$ cat src/rtl/m68k_bus_initiator_pkg.sv
// m68k_bus_pkg: shared types and defaults for the 68000 bus initiator.
// Holds the FSM state enum, byte-enable encodings, synchroniser depth and timeout default.
// No ports; imported by the initiator top and its interface users.
package m68k_bus_pkg;

  typedef enum logic [2:0] {
    IDLE,
    ADDR,
    STRB,
    WDS,
    WAIT,
    LATCH,
    RECOVER
  } state_t;

  // REQ_BE encodings {upper, lower}; BE_NONE is illegal on the request side.
  localparam logic [1:0] BE_NONE  = 2'b00;
  localparam logic [1:0] BE_LOWER = 2'b01;
  localparam logic [1:0] BE_UPPER = 2'b10;
  localparam logic [1:0] BE_WORD  = 2'b11;

  localparam int DEFAULT_SYNC    = 2;
  localparam int DEFAULT_TIMEOUT = 255;

endpackage

$ cat src/rtl/m68k_bus_initiator_if.sv
// m68k_bus_initiator_if: request/ack side plus 68000 socket side of the bus initiator.
// Request: REQ, REQ_RW, REQ_ADDR, REQ_BE, REQ_WDATA in; ACK, ERR, RDATA out.
// Bus: A_OUT, D_OUT, D_OE, AS_n, UDS_n, LDS_n, RW_n out; D_IN, DTACK_n, BERR_n in.
interface m68k_bus_initiator_if;

  logic        REQ;
  logic        REQ_RW;
  logic [22:0] REQ_ADDR;
  logic [1:0]  REQ_BE;
  logic [15:0] REQ_WDATA;
  logic        ACK;
  logic        ERR;
  logic [15:0] RDATA;

  logic [22:0] A_OUT;
  logic [15:0] D_IN;
  logic [15:0] D_OUT;
  logic        D_OE;
  logic        AS_n;
  logic        UDS_n;
  logic        LDS_n;
  logic        RW_n;
  logic        DTACK_n;
  logic        BERR_n;

  // master: the initiator itself
  modport master (
    input  REQ, REQ_RW, REQ_ADDR, REQ_BE, REQ_WDATA, D_IN, DTACK_n, BERR_n,
    output ACK, ERR, RDATA, A_OUT, D_OUT, D_OE, AS_n, UDS_n, LDS_n, RW_n
  );

  // slave: the requesting core together with the motherboard responder
  modport slave (
    output REQ, REQ_RW, REQ_ADDR, REQ_BE, REQ_WDATA, D_IN, DTACK_n, BERR_n,
    input  ACK, ERR, RDATA, A_OUT, D_OUT, D_OE, AS_n, UDS_n, LDS_n, RW_n
  );

endinterface

$ cat src/rtl/m68k_bus_initiator_sync.sv
// sync_n: STAGES-deep flop synchroniser for an active-low asynchronous bus response.
// Latency: STAGES clk cycles; no backpressure. Resets to 1 (response negated).
// Ports: clk, rst_n (async active-low), d_n (async input), q_n (synchronised output).
module sync_n #(
  parameter int STAGES = 2
) (
  input  logic clk,
  input  logic rst_n,
  input  logic d_n,
  output logic q_n
);

  logic [STAGES-1:0] sr;

  always_ff @(posedge clk or negedge rst_n) begin
    if (!rst_n) sr <= '1;
    else        sr <= {sr[STAGES-2:0], d_n};
  end

  assign q_n = sr[STAGES-1];

endmodule

$ cat src/rtl/m68k_bus_initiator.sv
// m68k_bus_initiator: turns a level REQ/one-cycle ACK transfer into a full 68000 async bus cycle.
// Latency: REQ->ACK read 5 / write 6 CLK minimum, plus SYNC_STAGES-1 when DTACK_n answers the strobes.
// Backpressure: REQ is held until ACK; no new cycle starts until DTACK_n/BERR_n are released.
// Ports: CLK, RESET_n (async active-low), bus (m68k_bus_initiator_if.master).
// Optional BUS_TIMEOUT_EN: forces an ERR completion TIMEOUT_CYCLES after entering WAIT.
module m68k_bus_initiator
  import m68k_bus_pkg::*;
#(
  parameter int SYNC_STAGES    = DEFAULT_SYNC,
  parameter int TIMEOUT_CYCLES = DEFAULT_TIMEOUT
) (
  input  logic                   CLK,
  input  logic                   RESET_n,
  m68k_bus_initiator_if.master   bus
);

  state_t      state;
  logic        rd_q;
  logic [1:0]  be_q;
  logic        berr_q;
  logic [22:0] a_out;
  logic [15:0] d_out;
  logic        d_oe;
  logic        as_n;
  logic        uds_n;
  logic        lds_n;
  logic        rw_n;
  logic        ack;
  logic        err;
  logic [15:0] rdata;
  logic        dtack_s;
  logic        berr_s;

`ifdef BUS_TIMEOUT_EN
  // Leave WAIT two counts early: one edge to reach LATCH, one for ACK, so ACK
  // lands exactly TIMEOUT_CYCLES after entering WAIT.
  localparam logic [7:0] TMO_LAST = 8'(TIMEOUT_CYCLES - 2);
  logic [7:0] cnt;
`endif

  sync_n #(.STAGES(SYNC_STAGES)) u_sync_dtack (
    .clk(CLK), .rst_n(RESET_n), .d_n(bus.DTACK_n), .q_n(dtack_s)
  );

  sync_n #(.STAGES(SYNC_STAGES)) u_sync_berr (
    .clk(CLK), .rst_n(RESET_n), .d_n(bus.BERR_n), .q_n(berr_s)
  );

  // Every output is a register loaded on the edge that enters the state it
  // belongs to, so async reset negates strobes and D_OE without waiting for CLK.
  always_ff @(posedge CLK or negedge RESET_n) begin
    if (!RESET_n) begin
      state  <= IDLE;
      rd_q   <= 1'b1;
      be_q   <= BE_NONE;
      berr_q <= 1'b0;
      a_out  <= '0;
      d_out  <= '0;
      d_oe   <= 1'b0;
      as_n   <= 1'b1;
      uds_n  <= 1'b1;
      lds_n  <= 1'b1;
      rw_n   <= 1'b1;
      ack    <= 1'b0;
      err    <= 1'b0;
      rdata  <= '0;
`ifdef BUS_TIMEOUT_EN
      cnt    <= '0;
`endif
    end else begin
      case (state)
        IDLE: begin
          if (bus.REQ) begin
            rd_q  <= bus.REQ_RW;
            be_q  <= bus.REQ_BE;
            a_out <= bus.REQ_ADDR;
            rw_n  <= bus.REQ_RW;
            if (!bus.REQ_RW) d_out <= bus.REQ_WDATA;
            state <= ADDR;
          end
        end
        ADDR: begin
          as_n <= 1'b0;
          if (rd_q) {uds_n, lds_n} <= ~be_q;
          else      d_oe <= 1'b1;
          state <= STRB;
        end
        STRB: begin
          if (rd_q) begin
            state <= WAIT;
`ifdef BUS_TIMEOUT_EN
            cnt   <= '0;
`endif
          end else begin
            {uds_n, lds_n} <= ~be_q;
            state <= WDS;
          end
        end
        WDS: begin
          state <= WAIT;
`ifdef BUS_TIMEOUT_EN
          cnt   <= '0;
`endif
        end
        WAIT: begin
          // BERR takes priority when both responses arrive together.
          if (!berr_s) begin
            berr_q <= 1'b1;
            state  <= LATCH;
          end else if (!dtack_s) begin
            berr_q <= 1'b0;
            state  <= LATCH;
          end
`ifdef BUS_TIMEOUT_EN
          else if (cnt == TMO_LAST) begin
            berr_q <= 1'b1;
            state  <= LATCH;
          end else begin
            cnt <= cnt + 8'd1;
          end
`endif
        end
        LATCH: begin
          if (rd_q && !berr_q) rdata <= bus.D_IN;
          as_n  <= 1'b1;
          uds_n <= 1'b1;
          lds_n <= 1'b1;
          d_oe  <= 1'b0;
          rw_n  <= 1'b1;
          ack   <= 1'b1;
          err   <= berr_q;
          state <= RECOVER;
        end
        RECOVER: begin
          ack <= 1'b0;
          err <= 1'b0;
          if (dtack_s && berr_s) state <= IDLE;
        end
        default: state <= IDLE;
      endcase
    end
  end

  assign bus.ACK   = ack;
  assign bus.ERR   = err;
  assign bus.RDATA = rdata;
  assign bus.A_OUT = a_out;
  assign bus.D_OUT = d_out;
  assign bus.D_OE  = d_oe;
  assign bus.AS_n  = as_n;
  assign bus.UDS_n = uds_n;
  assign bus.LDS_n = lds_n;
  assign bus.RW_n  = rw_n;

endmodule

$ cat src/flat_wrapper.sv
// flat-port wrapper written by rule: the top's interface ports become plain ports
module m68k_bus_initiator_flat import m68k_bus_pkg::*;
#(
  parameter int SYNC_STAGES    = DEFAULT_SYNC,
  parameter int TIMEOUT_CYCLES = DEFAULT_TIMEOUT
)
  (CLK, RESET_n, bus_REQ, bus_REQ_RW, bus_REQ_ADDR, bus_REQ_BE, bus_REQ_WDATA, bus_D_IN, bus_DTACK_n, bus_BERR_n, bus_ACK, bus_ERR, bus_RDATA, bus_A_OUT, bus_D_OUT, bus_D_OE, bus_AS_n, bus_UDS_n, bus_LDS_n, bus_RW_n);
  m68k_bus_initiator_if bus_i ();
  input  logic CLK;
  input  logic RESET_n;
  input wire logic [$bits(bus_i.REQ)-1:0] bus_REQ;
  input wire logic [$bits(bus_i.REQ_RW)-1:0] bus_REQ_RW;
  input wire logic [$bits(bus_i.REQ_ADDR)-1:0] bus_REQ_ADDR;
  input wire logic [$bits(bus_i.REQ_BE)-1:0] bus_REQ_BE;
  input wire logic [$bits(bus_i.REQ_WDATA)-1:0] bus_REQ_WDATA;
  input wire logic [$bits(bus_i.D_IN)-1:0] bus_D_IN;
  input wire logic [$bits(bus_i.DTACK_n)-1:0] bus_DTACK_n;
  input wire logic [$bits(bus_i.BERR_n)-1:0] bus_BERR_n;
  output wire logic [$bits(bus_i.ACK)-1:0] bus_ACK;
  output wire logic [$bits(bus_i.ERR)-1:0] bus_ERR;
  output wire logic [$bits(bus_i.RDATA)-1:0] bus_RDATA;
  output wire logic [$bits(bus_i.A_OUT)-1:0] bus_A_OUT;
  output wire logic [$bits(bus_i.D_OUT)-1:0] bus_D_OUT;
  output wire logic [$bits(bus_i.D_OE)-1:0] bus_D_OE;
  output wire logic [$bits(bus_i.AS_n)-1:0] bus_AS_n;
  output wire logic [$bits(bus_i.UDS_n)-1:0] bus_UDS_n;
  output wire logic [$bits(bus_i.LDS_n)-1:0] bus_LDS_n;
  output wire logic [$bits(bus_i.RW_n)-1:0] bus_RW_n;
  assign bus_i.REQ = bus_REQ;
  assign bus_i.REQ_RW = bus_REQ_RW;
  assign bus_i.REQ_ADDR = bus_REQ_ADDR;
  assign bus_i.REQ_BE = bus_REQ_BE;
  assign bus_i.REQ_WDATA = bus_REQ_WDATA;
  assign bus_i.D_IN = bus_D_IN;
  assign bus_i.DTACK_n = bus_DTACK_n;
  assign bus_i.BERR_n = bus_BERR_n;
  assign bus_ACK = bus_i.ACK;
  assign bus_ERR = bus_i.ERR;
  assign bus_RDATA = bus_i.RDATA;
  assign bus_A_OUT = bus_i.A_OUT;
  assign bus_D_OUT = bus_i.D_OUT;
  assign bus_D_OE = bus_i.D_OE;
  assign bus_AS_n = bus_i.AS_n;
  assign bus_UDS_n = bus_i.UDS_n;
  assign bus_LDS_n = bus_i.LDS_n;
  assign bus_RW_n = bus_i.RW_n;
  m68k_bus_initiator #(.SYNC_STAGES(SYNC_STAGES), .TIMEOUT_CYCLES(TIMEOUT_CYCLES)) u_core (.CLK(CLK), .RESET_n(RESET_n), .bus(bus_i));
endmodule
$ cat config.mk
export PLATFORM = sky130hd
export DESIGN_NAME = m68k_bus_initiator_flat
export DESIGN_NICKNAME = d
export VERILOG_FILES = /design/src/rtl/m68k_bus_initiator_pkg.sv /design/src/rtl/m68k_bus_initiator_if.sv /design/src/rtl/m68k_bus_initiator_sync.sv /design/src/rtl/m68k_bus_initiator.sv /design/src/flat_wrapper.sv
export SDC_FILE = /design/constraint.sdc
export NUM_CORES = 1
export LEC_CHECK = 0
export ABC_AREA = 1
export CORE_MARGIN = 4
export CORE_UTILIZATION = 47
export CTS_BUF_LIST = sky130_fd_sc_hd__clkbuf_8
export CTS_CLUSTER_DIAMETER = 50
export DETAILED_ROUTE_END_ITERATION = 8
export GPL_TIMING_DRIVEN = 0
export PLACE_DENSITY = 0.95
export SLEW_MARGIN = 20
export SYNTH_ARGS = -nofsm -noshare
export SYNTH_HDL_FRONTEND = slang
export SYNTH_SLANG_ARGS = --single-unit
$ cat constraint.sdc
create_clock -name CLK -period 3.9 [get_ports CLK]
set_input_delay 0.585 -clock CLK [delete_from_list [all_inputs] [get_ports CLK]]
set_output_delay 0.585 -clock CLK [all_outputs]
set_load 0.01 [all_outputs]
==> run_results.csv <==
group,metric,value,unit
outcome,outcome,"completed",
timing,fin_crit,1.98,ns
cells_and_area,area_delta_synth_final,55.4,%
grt,grt_use_met2,0.359,
cts,cts-resized-gates,0,
critical_path,cpMaxStageDelayCell,"clkdlybuf4s50_1",
timing,timing.final.max_slew_violations,0,
cells_and_area,diodes,0,
floorplanning,dieArea,0.00748,mm²
critical_path,startpoint,"u_core.bus.RW_n",
pwr,power_density,797,mW/mm²
detailed_routing,route.detailed.drc,0,
cts,cts_root_buf,"clkbuf_8",
cts,clkLatencyLatePin,0.33,ns
cts,postCtsSetupBuffers,0,
grt,antenna_found_initial,0,
timing,hold_viol,0,
cts,clock-sinks,73,
detailed_routing,vias_per_cell,4.77,
timing,worst_slack,1.92,ns
timing,hold_ws,0.151,ns
cts,clk_transition_reported_paths,0.08,ns
critical_path,path_class,"flop to output port",
grt,gr-usage-met1,0.237,
logic_synthesis,synthCells,316,
cts,numCtsBuffers,9,
critical_path,path_depth,1,
grt,grt_pass1_wl,12.2,mm
detailed_routing,initialDrtViolationCount,114,
critical_path,max_stage_delay,0.54,ns
critical_path,cp_top_family,"buffers and inverters",
logic_synthesis,syn-num-nets,379,
critical_path,crit_end,"bus_RW_n",
floorplanning,start_util,0.486,
timing,tightest_slew,0.414,ns
logic_synthesis,ys_warn_count,0,
pwr,p_switching,1.22,mW
floorplanning,die_w,86.5,µm
floorplanning,dieHeight,86.5,µm
grt,grt_pass1_vias,2624,
pwr,pwr-share-comb,0.432,
critical_path,path_buf_inv,1,
timing,fin_worst_skew,0.00464,ns
placement,io_buffer_count,124,
critical_path,crit_path_start_kind,"flop",
min_path,hold_path.class,"primary input to asynchronous set/reset pin",
cts,clockBufferDepth,2,
grt,grtUsageMet3,0.0646,
critical_path,crit_required,3.31,ns
timing,max_slew_margin,0.724,
timing,setup-tns-final,0,ns
floorplanning,io_pins,125,
detailed_routing,ant_nets,0,
placement,pre_cts_slack,1.91,ns
logic_synthesis,yosysSeqAreaShare,0.635,
grt,grt_overflow,0,
pwr,power,3.58,mW
pwr,clockPowerShare,0.198,
pwr,p_sw_frac,0.342,
critical_path,rr_startpoint,"u_core.rd_q",
critical_path,path_max_fanout,2,
critical_path,arrival,1.40,ns
cells_and_area,fin_nets,515,
critical_path,crit_chain,"clkdlybuf4s50_1",
cts,postCtsHoldBufs,0,
detailed_routing,wirelength,7.39,mm
critical_path,regToRegSetupSlack,2.32,ns
placement,place_hpwl,5.47,mm
cts,htreeDepth,3,
timing,layout_worst_path_cycle_share,0.508,
grt,busiest_layer,"met2",
detailed_routing,post_drt_wl_per_cell,13.9,µm
pwr,seqPwrFrac,0.369,
critical_path,endpoint_kind,"output port",
cts,cts_tree,"built",
pwr,leakage,2.18,nW
critical_path,r2r-end,"u_core.bus.RDATA[2]",
timing,fmax,504,MHz
detailed_routing,vias,2538,
floorplanning,coreArea,0.00596,mm²
detailed_routing,dr.pass1.iters,4,
pwr,intPower,2.36,mW
critical_path,worst-r2r-cell-count,6,
logic_synthesis,ys_seq_elements,73,
floorplanning,std_cell_rows,28,
logic_synthesis,yosysUniqueCellTypes,26,
pwr,irDropWorstVdd,433,µV
timing,rsz0062_at_grt,"false",
grt,grt_max_degree,49,
timing,setup_viol,0,
cells_and_area,post-route-util,0.755,
placement,globalplace.congestion,0.856,
logic_synthesis,netlist_area,0.00289,mm²
run,maxCapViolations,0,
logic_synthesis,avgSynthCellArea,9.16,µm²
cells_and_area,drive_gt1_frac,0.101,
grt,grt_usage,0.208,
power groups by stage:
stage	combinational, mW	clock (mW)	sequential (mW)
floorplan	0.554	0	1.46
global placement	1.51	0	1.31
detailed placement	1.56	0	1.33
CTS	1.58	0.724	1.32
global route	1.70	0.764	1.37
finish	1.55	0.710	1.32
logic make-up (layout without fill, tap and decap cells):
kind of cell | count (synthesis) | after routing | synth area share
AO/OA/AOI/OAI | 23 | 23 | 0.0406
flip-flops | 73 | 73 | 0.635
buffers and inverters | 19 | 160 | 0.0354
AND/OR/NAND/NOR | 201 | 201 | 0.289
metal layers:
layer / up-vias / wire [µm]
met5: - / 0
met4: 0 / 148
met3: 12 / 520
met2: 82 / 3870
met1: 1193 / 2850
li1: 1251 / -
how the worst min path moves through the flow:
| stage | start | end | cells past startpoint |
|---|---|---|---|
| after floorplan | RESET_n | u_core.be_q[0] | 0 |
| after global placement | u_core.u_sync_berr.sr[0] | u_core.u_sync_berr.sr[1] | 0 |
| after detailed placement | u_core.u_sync_dtack.sr[0] | u_core.u_sync_dtack.sr[1] | 0 |
| final | RESET_n | u_core.bus.D_OE | 1 |
| after CTS | RESET_n | u_core.bus.D_OE | 1 |
| after global routing | RESET_n | u_core.bus.D_OE | 1 |
cells in the final DEF, fill, tap and decap left out, drive strengths merged:
cell type	Yosys	routed
nand4	1	1
clkdlybuf4s50	0	123
bufinv	0	3
clkbuf	4	14
dfrtp	64	64
nand3	10	10
o21ai	20	20
nand3b	1	1
buf	8	10
a21oi	2	2
dfstp	9	9
clkinvlp	0	1
clkinv	0	1
o21bai	1	1
nor2	9	9
nand2	178	178
inv	7	8
or2	2	2
synth_stat cells (all sizes together):
| cell type | n | area, µm² |
|---|---|---|
| nand3b | 1 | 7.51 |
| dfrtp | 64 | 1600 |
| nand2 | 178 | 671 |
| a21oi | 2 | 10.0 |
| nand4 | 1 | 6.26 |
| o21ai | 20 | 100 |
| inv | 7 | 28.8 |
| clkbuf | 4 | 16.3 |
| or2 | 2 | 12.5 |
| nor2 | 9 | 76.3 |
| buf | 8 | 57.6 |
| o21bai | 1 | 7.51 |
| nand3 | 10 | 62.6 |
| dfstp | 9 | 236 |
final cells by class:
type / instances / area [µm²]
sequential: 73 / 1840
fill: 441 / 1460
timing repair buffer: 125 / 1270
multi-input combinational: 224 / 953
clock buffer: 10 / 138
clock inverter: 6 / 106
tap: 75 / 93.8
buffer: 12 / 73.8
inverter: 7 / 28.8
registers in the layout (all words and copies together), names as in the netlist, 2 cells and up:
| name | count |
|---|---|
| u_core.bus.A_OUT | 23 |
| u_core.bus.D_OUT | 16 |
| u_core.u_sync_berr.sr | 2 |
| u_core.be_q | 2 |
| u_core.u_sync_dtack.sr | 2 |
| u_core.bus.RDATA | 16 |
| u_core.state | 3 |
through the flow:
step,std cells,instance area (µm²)
after floorplan,316,2890
after global placement,515,4230
after detailed placement,516,4250
after CTS,532,4500
after global routing,532,4500
final,532,4500
(Power assumes the default switching activity.)
==> RTL edit 1 (same settings) <==
The option `BUS_TIMEOUT_EN` is turned on by a define.
--- a/src/rtl/m68k_bus_initiator.sv
+++ b/src/rtl/m68k_bus_initiator.sv
@@ -5,2 +5,4 @@
 // Optional BUS_TIMEOUT_EN: forces an ERR completion TIMEOUT_CYCLES after entering WAIT.
+`define BUS_TIMEOUT_EN
+
 module m68k_bus_initiator
Check against the original RTL: same outputs for any inputs over 10 cycles, from zero or initial values and one cycle with RESET_n low; that may be too few to reach the edited logic, so the function may still have changed.
==> RTL edit 1 against the original RTL <==
  * Setup slack worse by 45 ps
  * Wire length is 12% higher
  * Register-to-register slack is essentially flat
  * Cell area grew 12%
  * Count of clock-buffer cells in the layout stayed put
  * Synthesized area rose by 19%
  * Sequential cell count grew 8
  * Critical path depth unchanged
  * Power rose by 1.5%
  * Via count grew 18%
  * Global-route usage is 0.66 points lower
  * Maximum frequency shrank 2.2%
  * Critical path type unchanged
==> RTL edit 1: results (changes against the original RTL) <==
Global route
  • Antenna violations before repair: 0 (unchanged)
  • Maximum number of pins on one net before global-route repair: 42 (-14%)
  • Global routing usage summed across all routing layers: 0.202 (-0.00658)
  • Wire length of the first global-routing pass: 13,900 um (+15%)
  • Met2 track utilization from global routing: 0.331 (-0.0283)
  • Met1 track demand over resource in global routing: 0.243 (+0.00599)
  • Met3 Track Usage GR: 0.0617 (-0.00294)
  • Vias in the first global route: 3,062 (+17%)

Logic synthesis
  • Flip-flop and latch count after synthesis: 81 (+11%)
  • Most frequent cells after synthesis: 191 x nand2_1, 72 x dfrtp_1, 28 x inv_1
  • Cells taking the most area after synthesis: dfrtp_1 52%, nand2_1 21%, dfstp_2 6.8%, inv_1 3.0%, nand3_1 3.0%
  • Share of the yosys chip area belonging to registers: 0.589 (-0.0457)
  • Netlist cell types: 22 (-15%)
  • Synthesized area per cell: 8.82 sq um (-3.7%)

Setup path
  • Kind of cell with the highest combined delay on the critical path: flip-flops
  • Worst r2r dst: u_core.bus.D_OUT[6]
  • Arrival time of data at the critical path endpoint: 1440 ps (+40 ps)
  • Crit path launch: u_core.bus.AS_n
  • Critical Path End: bus_AS_n
  • Startpoint of the most critical register-to-register path: u_core.state[1]
  • R2R depth: 7 (+1)

Finish
  • Layout filler cell count: 546 (+24%)
  • Final #Nets: 593 (+15%)
  • Ratio of cells with drive above 1 in the final layout: 0.114 (+0.0138)
  • Final Instance Count excl. Fillers: 632 (+19%)

Power
  • Sequential Power Share: 0.391 (+0.022)
  • Switching portion of total power: 0.356 (+0.0145)
  • Maximum ir drop on the vdd rail: 0.445 mV (+2.9%)
  • Total power of the final layout: 3640 uW (+1.5%)
  • Leakage power: 0.00246 uW (+13%)
  • Part of the power in the clock network: 0.174 (-0.024)

Timing
  • Hold slack final: 209 ps (+57.8 ps)
  • Headroom to the max-slew limit: 0.655 (-0.0691)
  • Skew final: 15.0 ps (+10.4 ps)

Placement
  • Pre-CTS setup slack: 1920 ps (+15.0 ps)
  • Placed cell count: 616 (+19%)
  • Standard cell area after detailed placement: 0.00484 sq mm (+14%)

Drt
  • Routed length on met2: 4050 um (+4.8%)
  • Average wire length per cell after detail routing: 13.1 um (-5.8%)
  • Met3 routed wirelength: 683 um (+31%)
  • Routed length on met1: 3330 um (+17%)
  • Count of TritonRoute iterations in the first routing pass: 4 (unchanged)
  • Vias: 2,984 (+18%)
  • Initial detailed-routing violation count: 129 (+13%)

Outcome
  • Status: completed
-- RTL edit 1: changes by cell type after synthesis, moves of 3 or more --
cell / delta
a21oi_1: +3
dfrtp_1: +8
nor2_1: +12
o21ai_1: -3
nand3_1: +12
clkbuf_1: -3
o21ai_2: +12
o21ai_0: -9
nand2_1: +14
inv_1: +25
-- RTL edit 1: cell families after synthesis --
group                      Yosys count  share of synthesized area
and+or+nand+nor                    239                      0.291
DFF                                 81                      0.589
buffers and inverters               43                     0.0590
AOI/OAI and AO/OA                   27                     0.0535
adders and majority gates            2                    0.00723
-- RTL edit 1: cell type report --
type                    instances  area (sq um)  share of cell area
well taps                      99           124              0.0245
plain buffers                  10          80.1              0.0159
flip-flops and latches         81          2040               0.404
repair buffers                125          1260               0.249
clock inverters                 6          71.3              0.0141
inverters                      33           124              0.0245
clock buffers                  10           138              0.0273
multi-input cells             268          1220               0.241
==> RTL edit 2 (config.mk and constraints unchanged) <==
Without the edit above. Re-encode `state_t` (7 states) as one-hot, 7 bits wide.
--- a/src/rtl/m68k_bus_initiator_pkg.sv
+++ b/src/rtl/m68k_bus_initiator_pkg.sv
@@ -5,10 +5,10 @@
 
-  typedef enum logic [2:0] {
-    IDLE,
-    ADDR,
-    STRB,
-    WDS,
-    WAIT,
-    LATCH,
-    RECOVER
+  typedef enum logic [6:0] {
+    IDLE    = 7'b0000001,
+    ADDR    = 7'b0000010,
+    STRB    = 7'b0000100,
+    WDS     = 7'b0001000,
+    WAIT    = 7'b0010000,
+    LATCH   = 7'b0100000,
+    RECOVER = 7'b1000000
   } state_t;
Function: no difference found for any inputs over 10 cycles, from zero or initial values and one cycle with RESET_n low; not proved beyond that.
==> RTL edit 2 against the original RTL <==
  * Setup slack worse by 20 ps
  * Maximum frequency shrank 0.98%
  * Sequential cell count increased by 4
  * Via count increased by 6.3%
  * Wire length increased by 3.7%
  * Power down 8.3%
  * Register-to-register slack worse by 50 ps
  * First-iteration DRC count shrank 11%
  * Cell area up 6.2%
  * Synthesized area rose by 9.6%
  * Synthesized cell count grew 8.5%
==> RTL edit 2: results (changes against the original RTL) <==
Logic synthesis
  • Cells taking the most area after synthesis: dfrtp_1 53%, nand2_1 18%, dfstp_2 8.3%, nand3_1 4.6%, o21ai_2 3.9%
  • Syn nets: 406 (+7.1%)
  • Most frequent cells after synthesis: 151 x nand2_1, 67 x dfrtp_1, 29 x nand3_1
  • Synthesized area per cell: 9.25 sq um (+1.0%)
  • Netlist cell types: 23 (-12%)
  • Share of the yosys chip area belonging to registers: 0.611 (-0.0239)

Drt
  • Wire length reported by the detailed router: 7660 um (+3.7%)
  • Count of TritonRoute iterations in the first routing pass: 6 (+2)
  • Met3 routed wirelength: 593 um (+14%)
  • Routed length on met2: 3980 um (+2.9%)
  • Initial detailed-routing violation count: 102 (-11%)
  • Average wire length per cell after detail routing: 13.7 um (-1.7%)
  • Routed length on met1: 3000 um (+5.0%)
  • Vias: 2,699 (+6.3%)

Power
  • Leakage power: 0.00236 uW (+8.2%)
  • Maximum ir drop on the vdd rail: 0.422 mV (-2.4%)
  • P_clk: 731 uW (+3.0%)
  • Power in combinational cells: 1300 uW (-16%)
  • Fraction of power consumed by combinational cells: 0.396 (-0.036)

Setup path
  • Highest-delay cell along the critical path: dfstp_2
  • Arrival time of data at the critical path endpoint: 1420 ps (+20 ps)
  • Kind of cell with the highest combined delay on the critical path: flip-flops

Global route
  • Met1 track demand over resource in global routing: 0.217 (-0.0196)
  • Wire length of the first global-routing pass: 12,800 um (+5.3%)
  • Met2 track utilization from global routing: 0.350 (-0.00849)
  • Met3 Track Usage GR: 0.0634 (-0.00120)
  • Vias in the first global route: 2,766 (+5.4%)
  • Maximum number of pins on one net before global-route repair: 43 (-12%)
  • Global routing usage summed across all routing layers: 0.194 (-0.0140)

Placement
  • Standard cell area after detailed placement: 0.00453 sq mm (+6.4%)
  • Post-detail-place hpwl: 5820 um (+6.4%)
  • Placed cell count: 545 (+5.6%)
  • Pre-CTS setup slack: 1960 ps (+52.7 ps)
  • Final weighted congestion in routability-driven placement: 0.834 (-2.7%)

Timing
  • Skew final: 8.03 ps (+3.39 ps)
  • Least-Margin Pin Slew: 463 ps (+49.1 ps)

Outcome
  • Status: completed

Clocking
  • Cell at the root of the clock tree: clkbuf_8

Finish
  • Ratio of cells with drive above 1 in the final layout: 0.143 (+0.0419)
==> RTL edit 2: cell families after synthesis <==
family,share of synthesized area
buffers and inverters,0.0623
DFF,0.611
and+or+nand+nor,0.276
AOI/OAI and AO/OA,0.0505
==> RTL edit 2: final cells by class <==
type                       count  area, sq um
buffer                        11         77.6
clock buffer                  10          138
clock inverter                 6          110
fill                         466         1680
inverter                      32          120
multi-input combinational    223         1040
sequential                    77         1940
tap                           77         96.3
timing repair buffer         125         1260
==> RTL edit 2: path summary, 6_finish.rpt <==
path	slack (ps)	from	endpoint	depth (start not counted)
setup / recovery	1900	u_core.bus.LDS_n	bus_LDS_n	1
hold / removal	190	RESET_n	u_core.state[6]	1
setup reg to reg	2270	u_core.state[0]	u_core.bus.D_OUT[14]	8
hold reg to reg	360	u_core.u_sync_dtack.sr[0]	u_core.u_sync_dtack.sr[1]	0
max in group asynchronous	3080	RESET_n	u_core.rd_q	2
min in group CLK	360	u_core.u_sync_dtack.sr[0]	u_core.u_sync_dtack.sr[1]	0
